File: src/rtl/seq_divider_pkg.sv
// Shared definitions for the sequential restoring divider.
package seq_divider_pkg;

    typedef enum logic [1:0] {
        IDLE = 2'd0,
        CALC = 2'd1,
        DONE = 2'd2
    } state_t;

endpackage

File: src/rtl/seq_divider_add_sub.sv
// Ripple-carry adder/subtractor: M=0 computes A+B, M=1 computes A-B.
// On subtraction, CarryOut=1 means no borrow occurred.
module add_sub #(
    parameter int W = 4
) (
    input  logic [W-1:0] A,
    input  logic [W-1:0] B,
    input  logic         M,
    output logic [W-1:0] Sum,
    output logic         CarryOut
);

    logic [W-1:0] bx;

    assign bx = B ^ {W{M}};

    always_comb begin
        logic carry;
        carry = M;
        Sum   = '0;
        for (int i = 0; i < W; i++) begin
            Sum[i] = A[i] ^ bx[i] ^ carry;
            carry  = (A[i] & bx[i]) | (A[i] & carry) | (bx[i] & carry);
        end
        CarryOut = carry;
    end

endmodule

File: src/rtl/seq_divider.sv
// Multi-cycle unsigned restoring divider: one quotient bit per CALC cycle,
// with a single-cycle shortcut for division by zero.
module seq_divider
    import seq_divider_pkg::*;
#(
    parameter int N = 4
) (
    input  logic         clk,
    input  logic         rst,
    input  logic         start,
    input  logic [N-1:0] dividend,
    input  logic [N-1:0] divisor,
    output logic         busy,
    output logic         done,
    output logic [N-1:0] quotient,
    output logic [N-1:0] remainder,
    output logic         div_by_zero
);

    localparam int CW = $clog2(N);

    state_t        state_q, state_d;
    logic [N-1:0]  dvd_q, dvd_d;
    logic [N-1:0]  dvs_q, dvs_d;
    logic [N:0]    rem_q, rem_d;
    logic [CW-1:0] cnt_q, cnt_d;
    logic [N-1:0]  quotient_q, quotient_d;
    logic [N-1:0]  remainder_q, remainder_d;
    logic          dbz_q, dbz_d;

    logic [N:0]    shifted;
    logic [N:0]    diff;
    logic [N:0]    newRem;
    logic          carryOut;
    logic          noBorrow;

    assign shifted = {rem_q[N-1:0], dvd_q[N-1]};

    add_sub #(
        .W(N + 1)
    ) u_trialSub (
        .A       (shifted),
        .B       ({1'b0, dvs_q}),
        .M       (1'b1),
        .Sum     (diff),
        .CarryOut(carryOut)
    );

    // A set bit shifted out of the top means the value certainly exceeds the divisor.
    assign noBorrow = carryOut | rem_q[N];
    assign newRem   = noBorrow ? diff : shifted;

    always_comb begin
        state_d     = state_q;
        dvd_d       = dvd_q;
        dvs_d       = dvs_q;
        rem_d       = rem_q;
        cnt_d       = cnt_q;
        quotient_d  = quotient_q;
        remainder_d = remainder_q;
        dbz_d       = dbz_q;
        case (state_q)
            IDLE: begin
                if (start) begin
                    if (divisor != '0) begin
                        dvd_d   = dividend;
                        dvs_d   = divisor;
                        rem_d   = '0;
                        cnt_d   = CW'(N - 1);
                        dbz_d   = 1'b0;
                        state_d = CALC;
                    end else begin
                        quotient_d  = '1;
                        remainder_d = dividend;
                        dbz_d       = 1'b1;
                        state_d     = DONE;
                    end
                end
            end
            CALC: begin
                rem_d = newRem;
                dvd_d = {dvd_q[N-2:0], noBorrow};
                cnt_d = cnt_q - 1'b1;
                if (cnt_q == '0) begin
                    quotient_d  = {dvd_q[N-2:0], noBorrow};
                    remainder_d = newRem[N-1:0];
                    state_d     = DONE;
                end
            end
            DONE:    state_d = IDLE;
            default: state_d = IDLE;
        endcase
    end

    always_ff @(posedge clk or posedge rst) begin
        if (rst) begin
            state_q     <= IDLE;
            dvd_q       <= '0;
            dvs_q       <= '0;
            rem_q       <= '0;
            cnt_q       <= '0;
            quotient_q  <= '0;
            remainder_q <= '0;
            dbz_q       <= 1'b0;
        end else begin
            state_q     <= state_d;
            dvd_q       <= dvd_d;
            dvs_q       <= dvs_d;
            rem_q       <= rem_d;
            cnt_q       <= cnt_d;
            quotient_q  <= quotient_d;
            remainder_q <= remainder_d;
            dbz_q       <= dbz_d;
        end
    end

    assign busy        = (state_q != IDLE);
    assign done        = (state_q == DONE);
    assign quotient    = quotient_q;
    assign remainder   = remainder_q;
    assign div_by_zero = dbz_q;

endmodule
File: config.mk
export PLATFORM = sky130hd
export DESIGN_NAME = seq_divider
export DESIGN_NICKNAME = d
export VERILOG_FILES = /design/src/rtl/seq_divider_pkg.sv /design/src/rtl/seq_divider_add_sub.sv /design/src/rtl/seq_divider.sv
export SDC_FILE = /design/constraint.sdc
export NUM_CORES = 1
export LEC_CHECK = 0
export CORE_ASPECT_RATIO = 0.9
export CORE_UTILIZATION = 50
export CTS_CLUSTER_DIAMETER = 60
export CTS_CLUSTER_SIZE = 8
export DETAILED_ROUTE_END_ITERATION = 10
export GPL_TIMING_DRIVEN = 0
export PLACE_DENSITY = 0.86
export SYNTH_ARGS = -nofsm -noshare
export SYNTH_HDL_FRONTEND = slang
export SYNTH_SLANG_ARGS = --single-unit
File: constraint.sdc
create_clock -name clk -period 3.26 [get_ports clk]
set_input_delay 0.815 -clock clk [delete_from_list [all_inputs] [get_ports clk]]
set_output_delay 0.815 -clock clk [all_outputs]
set_load 0.1 [all_outputs]
==> flow_metrics.py, run 1 <==
metrics = {
    "outcome": {
        "status": "finished clean",
    },
    "timing": {
        "finClkSkew_ns": 0.00604,
        "max_freq_mhz": 342,
        "fin_ws_ns": 0.340,
        "min_period_over_period_pct": 89.6,
        "tightest_slew_ns": 0.980,
        "setup_viol": 0,
        "tns_ns": 0,
        "finalHoldViolCount": 0,
        "maxSlewHeadroom_pct": 34.5,
        "maxSlewViolCount": 0,
        "layout_min_cycle_time_ns": 2.92,
        "rsz0062_at_grt": "false",
    },
    "synth": {
        "yosysMostFrequentCell": "dfrtp_1",
        "synthCells": 115,
        "synth_area_um2": 1260,
        "synth_top_area_cell": "dfrtp_1",
        "synth_seq_cells": 26,
        "yosysUniqueCellTypes": 27,
        "synth_flop_cell": "dfrtp_1",
        "yosysSeqAreaShare_pct": 51.8,
        "synth_top_area_share_pct": 51.8,
        "async_flop_share_pct": 100,
        "synth_commonest_cells": "dfrtp_1, inv_1, nand2_1",
        "synth_edf_count": 0,
        "synth_area_leaders": "dfrtp_1, mux2i_1, fa_1",
        "syn_avg_cell_area_um2": 10.9,
        "synth_fp_nets": 132,
        "yosys_warnings": 0,
    },
    "clocking": {
        "htree_levels": 1,
        "cts-resized-gates": 0,
        "clock_latency_ns": 0.33,
        "holdBufCountCts": 0,
        "cts_root_buf": "clkbuf_4",
        "cts.path.max_buffers": 2,
        "cts.sinks": 26,
        "path_clk_slew_ns": 0.14,
        "cts_tree": "built",
        "cts_setup_buffers": 0,
        "cts_made_buffers": 3,
    },
    "worst_setup_path": {
        "r2r_cells": 10,
        "crit_path_max_incr_delay_ns": 0.43,
        "crit_type": "reg -> reg",
        "required_ns": 3.53,
        "crit_top_cell": "fa_1",
        "r2r_slack_ns": 0.34,
        "crit_path_end_kind": "flop",
        "startpoint_type": "flop",
        "r2r-end": "remainder[1]",
        "path_cells": "inv_1, ha_1, fa_1, fa_1, fa_1, ha_1, nor3b_1, a211oi_1, a21oi_1, mux2i_1",
        "critPathMaxFanout": 6,
        "r2r_start": "dvd_q[3]",
        "worst_ep_arrival_time_ns": 3.19,
        "cpMaxStageDelayCell": "a211oi_1",
    },
    "drt": {
        "drtAntennaViolNets": 0,
        "wl_per_cell_um": 14.9,
        "vias": 940,
        "drtIter0Drc": 14,
        "drt_first_pass_iters": 5,
        "viasPerCell": 5.63,
        "routed_wl_mm": 2.48,
        "drc": 0,
    },
    "place": {
        "io_buffers": 21,
        "dp_hpwl_mm": 1.87,
        "place_congestion": 0.812,
        "dp.cells": 163,
        "pre_cts_slack_ns": 0.360,
    },
    "grt": {
        "gr-total-overflow": 0,
        "antenna_found_initial": 0,
        "grt_pass1_wl_mm": 4.34,
        "grt_max_degree": 27,
        "grt_pass1_vias": 971,
        "track_usage_pct": 23.1,
    },
    "final_layout": {
        "antenna_cells": 0,
        "drive_gt1_share_pct": 7.14,
        "n_fill_cell": 191,
        "final_util_pct": 68.0,
        "fin_cells": 167,
        "nNetsFinal": 158,
        "area_growth_pct": 23.6,
    },
    "min_path": {
        "worstHoldStart": "cnt_q[0]",
        "min_path_type": "reg -> reg",
        "hold_depth": 1,
        "worstHoldEndpoint": "cnt_q[0]",
    },
    "die": {
        "initial_core_util_pct": 55.0,
        "coreArea_um2": 2280,
        "die_h_um": 49.6,
        "ios": 22,
        "dieArea_um2": 2720,
        "rows": 16,
        "fp.dieW_um": 54.8,
    },
    "flow_run": {
        "drv_cap": 0,
    },
}
-- kinds of logic after synthesis --
logic type      count (synthesis)  share of synthesized area [%]
compound gates                 31                           16.3
mux                             8                           6.37
flops                          26                           51.8
buf+inv                        17                           5.68
fa+ha+maj                       6                           7.77
simple gates                   27                           12.1
-- state kept, by name (all words and copies together) (netlist names) --
name,flops
cnt_q,2
div_by_zero,1
state_q,2
dvd_q,4
remainder,4
dvs_q,4
rem_q,5
quotient,4
-- how the worst max path moves through the flow --
stage	from	end	cells past startpoint
2_1_floorplan	dvd_q[3]	remainder[0]	10
3_3_place_gp	dvd_q[3]	remainder[1]	10
3_5_place_dp	dvd_q[3]	remainder[1]	10
4_1_cts	dvd_q[3]	remainder[1]	10
5_1_grt	dvd_q[3]	remainder[1]	10
6_report	dvd_q[3]	remainder[1]	10
-- final cells by class --
| type | instances | area, um2 | area share (%) |
|---|---|---|---|
| flip-flops and latches | 26 | 651 | 41.9 |
| well taps | 27 | 33.8 | 2.18 |
| inverters | 14 | 52.6 | 3.38 |
| repair buffers | 21 | 210 | 13.5 |
| plain buffers | 3 | 18.8 | 1.21 |
| clock buffers | 3 | 22.5 | 1.45 |
| clock inverters | 1 | 30.0 | 1.93 |
| multi-input cells | 72 | 534 | 34.4 |
-- per-layer routing --
metal  wire length, um  vias up  track usage [%]
met5                 0        -                0
met4                29        0             6.41
met3               154        5             7.41
met2              1220       28             37.8
met1              1080      461             28.6
li1                  -      446                -
-- layout by cell type (no fill, tap or decap) --
master,n
a211oi_1,4
a21oi_1,5
or2_2,1
buf_6,1
clkbuf_1,2
ha_1,3
nand2_1,11
bufinv_16,1
a31oi_1,1
a21o_1,4
dfrtp_1,26
nand2_2,1
clkbuf_4,3
and3_4,1
nand2b_1,3
o21ai_1,6
nor3_1,1
mux2i_1,8
a22o_2,1
nor2_1,2
nor3b_1,5
fa_1,3
nor2b_1,1
clkdlybuf4s50_1,21
o22ai_1,1
a22o_1,2
or4_4,1
inv_1,14
o21ai_0,3
o22a_1,4
-- critical path, delay by kind of cell (launching register included) --
family                   cells  cell delay (ns)
AO/OA/AOI/OAI                2             0.50
adder cells (fa/ha/maj)      5             1.61
buffers and inverters        1             0.05
flip-flops                   1             0.40
multiplexers                 1             0.15
AND/OR/NAND/NOR              1             0.16
-- stage by stage --
stage,hold slack [ns],cell area [um2]
floorplan,0.445,1260
global placement,0.458,1500
detailed placement,0.474,1500
CTS,0.503,1550
global route,0.528,1550
finish,0.503,1550
Power of run 1 is left out: the tool's default activity adds up to more than one toggle a clock period on the data nets, which glitch-free logic cannot reach.
==> inputs of run 2 (changes only) <==
- CORE_ASPECT_RATIO: 0.9 -> not set
==> flow_metrics.py, run 2 (same netlist as run 1, synthesis figures left out) <==
metrics = {
    "final_layout": {
        "top_register": "rem_q",
        "largest_register_ffs": 5,
        "area_growth_pct": 23.7,
        "layout.cells.most_common": "dfrtp_1",
        "final_cell_mix": "dfrtp_1, clkdlybuf4s50_1, inv_1",
        "antenna_cells": 0,
        "drive_gt1_share_pct": 7.14,
        "fin_area_um2": 1550,
        "nNetsFinal": 158,
    },
    "clocking": {
        "clock_latency_ns": 0.34,
        "cts.path.max_buffers": 2,
        "htree_levels": 1,
        "path_clk_slew_ns": 0.16,
        "cts_made_buffers": 3,
        "holdBufCountCts": 0,
        "cts_root_buf": "clkbuf_4",
        "cts.sinks": 26,
        "cts_setup_buffers": 0,
        "cts-resized-gates": 0,
        "cts_tree": "built",
    },
    "timing": {
        "hold_ws_ns": 0.497,
        "rsz0062_at_grt": "false",
        "finalHoldViolCount": 0,
        "max_freq_mhz": 340,
        "fin_ws_ns": 0.319,
        "setup_viol": 0,
        "finClkSkew_ns": 0.0130,
        "layout_min_cycle_time_ns": 2.94,
        "tightest_slew_ns": 0.976,
        "min_period_over_period_pct": 90.2,
        "tns_ns": 0,
        "maxSlewViolCount": 0,
        "maxSlewHeadroom_pct": 34.7,
    },
    "place": {
        "io_buffers": 21,
        "pre_cts_slack_ns": 0.380,
        "placed_cell_area_um2": 1500,
        "place_congestion": 0.791,
        "dp_hpwl_mm": 1.98,
    },
    "drt": {
        "routed_wl_mm": 2.68,
        "wl_per_cell_um": 15.9,
        "drc": 0,
        "vias": 962,
        "drt_first_pass_iters": 4,
        "drtIter0Drc": 16,
        "drtAntennaViolNets": 0,
        "viasPerCell": 5.73,
    },
    "flow_run": {
        "drv_cap": 0,
    },
    "grt": {
        "grt_max_degree": 27,
        "gr-max-usage-layer": "met2",
        "antenna_found_initial": 0,
        "gr-total-overflow": 0,
        "grt_use_met1_pct": 33.0,
        "grt_pass1_wl_mm": 4.76,
        "track_usage_pct": 24.3,
        "grt_pass1_vias": 1032,
        "grt.met3_usage_pct": 2.05,
        "use_met2_pct": 41.2,
    },
    "outcome": {
        "status": "finished clean",
    },
    "worst_setup_path": {
        "crit_path_end_kind": "flop",
        "critPathMaxFanout": 6,
        "startpoint_type": "flop",
        "worst_ep_arrival_time_ns": 3.22,
        "crit_type": "reg -> reg",
        "required_ns": 3.53,
    },
    "die": {
        "ios": 22,
        "die_h_um": 52.1,
        "dieArea_um2": 2720,
        "fp.dieW_um": 52.1,
        "coreArea_um2": 2300,
        "initial_core_util_pct": 54.7,
        "rows": 17,
    },
    "min_path": {
        "min_path_type": "reg -> reg",
    },
}
==> run 2: cell counts in the layout (fill, tap and decap cells not counted) <==
No cell type changed its count.
==> run 2: path summary, 6_finish.rpt <==
| path | start | end | slack (ns) | cells past startpoint |
|---|---|---|---|---|
| min in group asynchronous | rst | cnt_q[0] | 0.99 | 2 |
| min reg2reg | rem_q[3] | rem_q[3] | 0.50 | 1 |
| max reg2reg | dvd_q[3] | remainder[1] | 0.32 | 10 |
| max | dvd_q[3] | remainder[1] | 0.32 | 10 |
| min | rem_q[3] | rem_q[3] | 0.50 | 1 |
| max in group asynchronous | rst | rem_q[1] | 1.67 | 2 |
==> run 2: layout make-up <==
| class | instances | area [um2] |
|---|---|---|
| repair buffers | 21 | 210 |
| multi-input cells | 72 | 534 |
| clock inverters | 1 | 30.0 |
| well taps | 28 | 35.0 |
| clock buffers | 3 | 22.5 |
| plain buffers | 3 | 18.8 |
| flip-flops and latches | 26 | 651 |
| fillers | 187 | 743 |
| inverters | 14 | 52.6 |
==> run 2: layer usage <==
metal | vias up | wire length, um
li1 | 445 | -
met5 | - | 0
met3 | 4 | 96
met1 | 483 | 1280
met2 | 30 | 1280
met4 | 0 | 27
==> run 2: worst max-delay path, cell delays in order, from the launching register on <==
cell	delay (ns)
dfrtp_1	0.40
inv_1	0.05
ha_1	0.20
fa_1	0.40
fa_1	0.39
fa_1	0.38
ha_1	0.26
nor3b_1	0.17
a211oi_1	0.39
a21oi_1	0.10
mux2i_1	0.15
==> run 2: stage by stage <==
| stage | utilization (%) | cells |
|---|---|---|
| floorplan | - | 115 |
| global placement | 65.4 | 164 |
| detailed placement | 65.4 | 164 |
| CTS | 67.6 | 168 |
| global route | 67.6 | 168 |
| finish | 67.6 | 168 |
Power of run 2 is left out for the same reason.
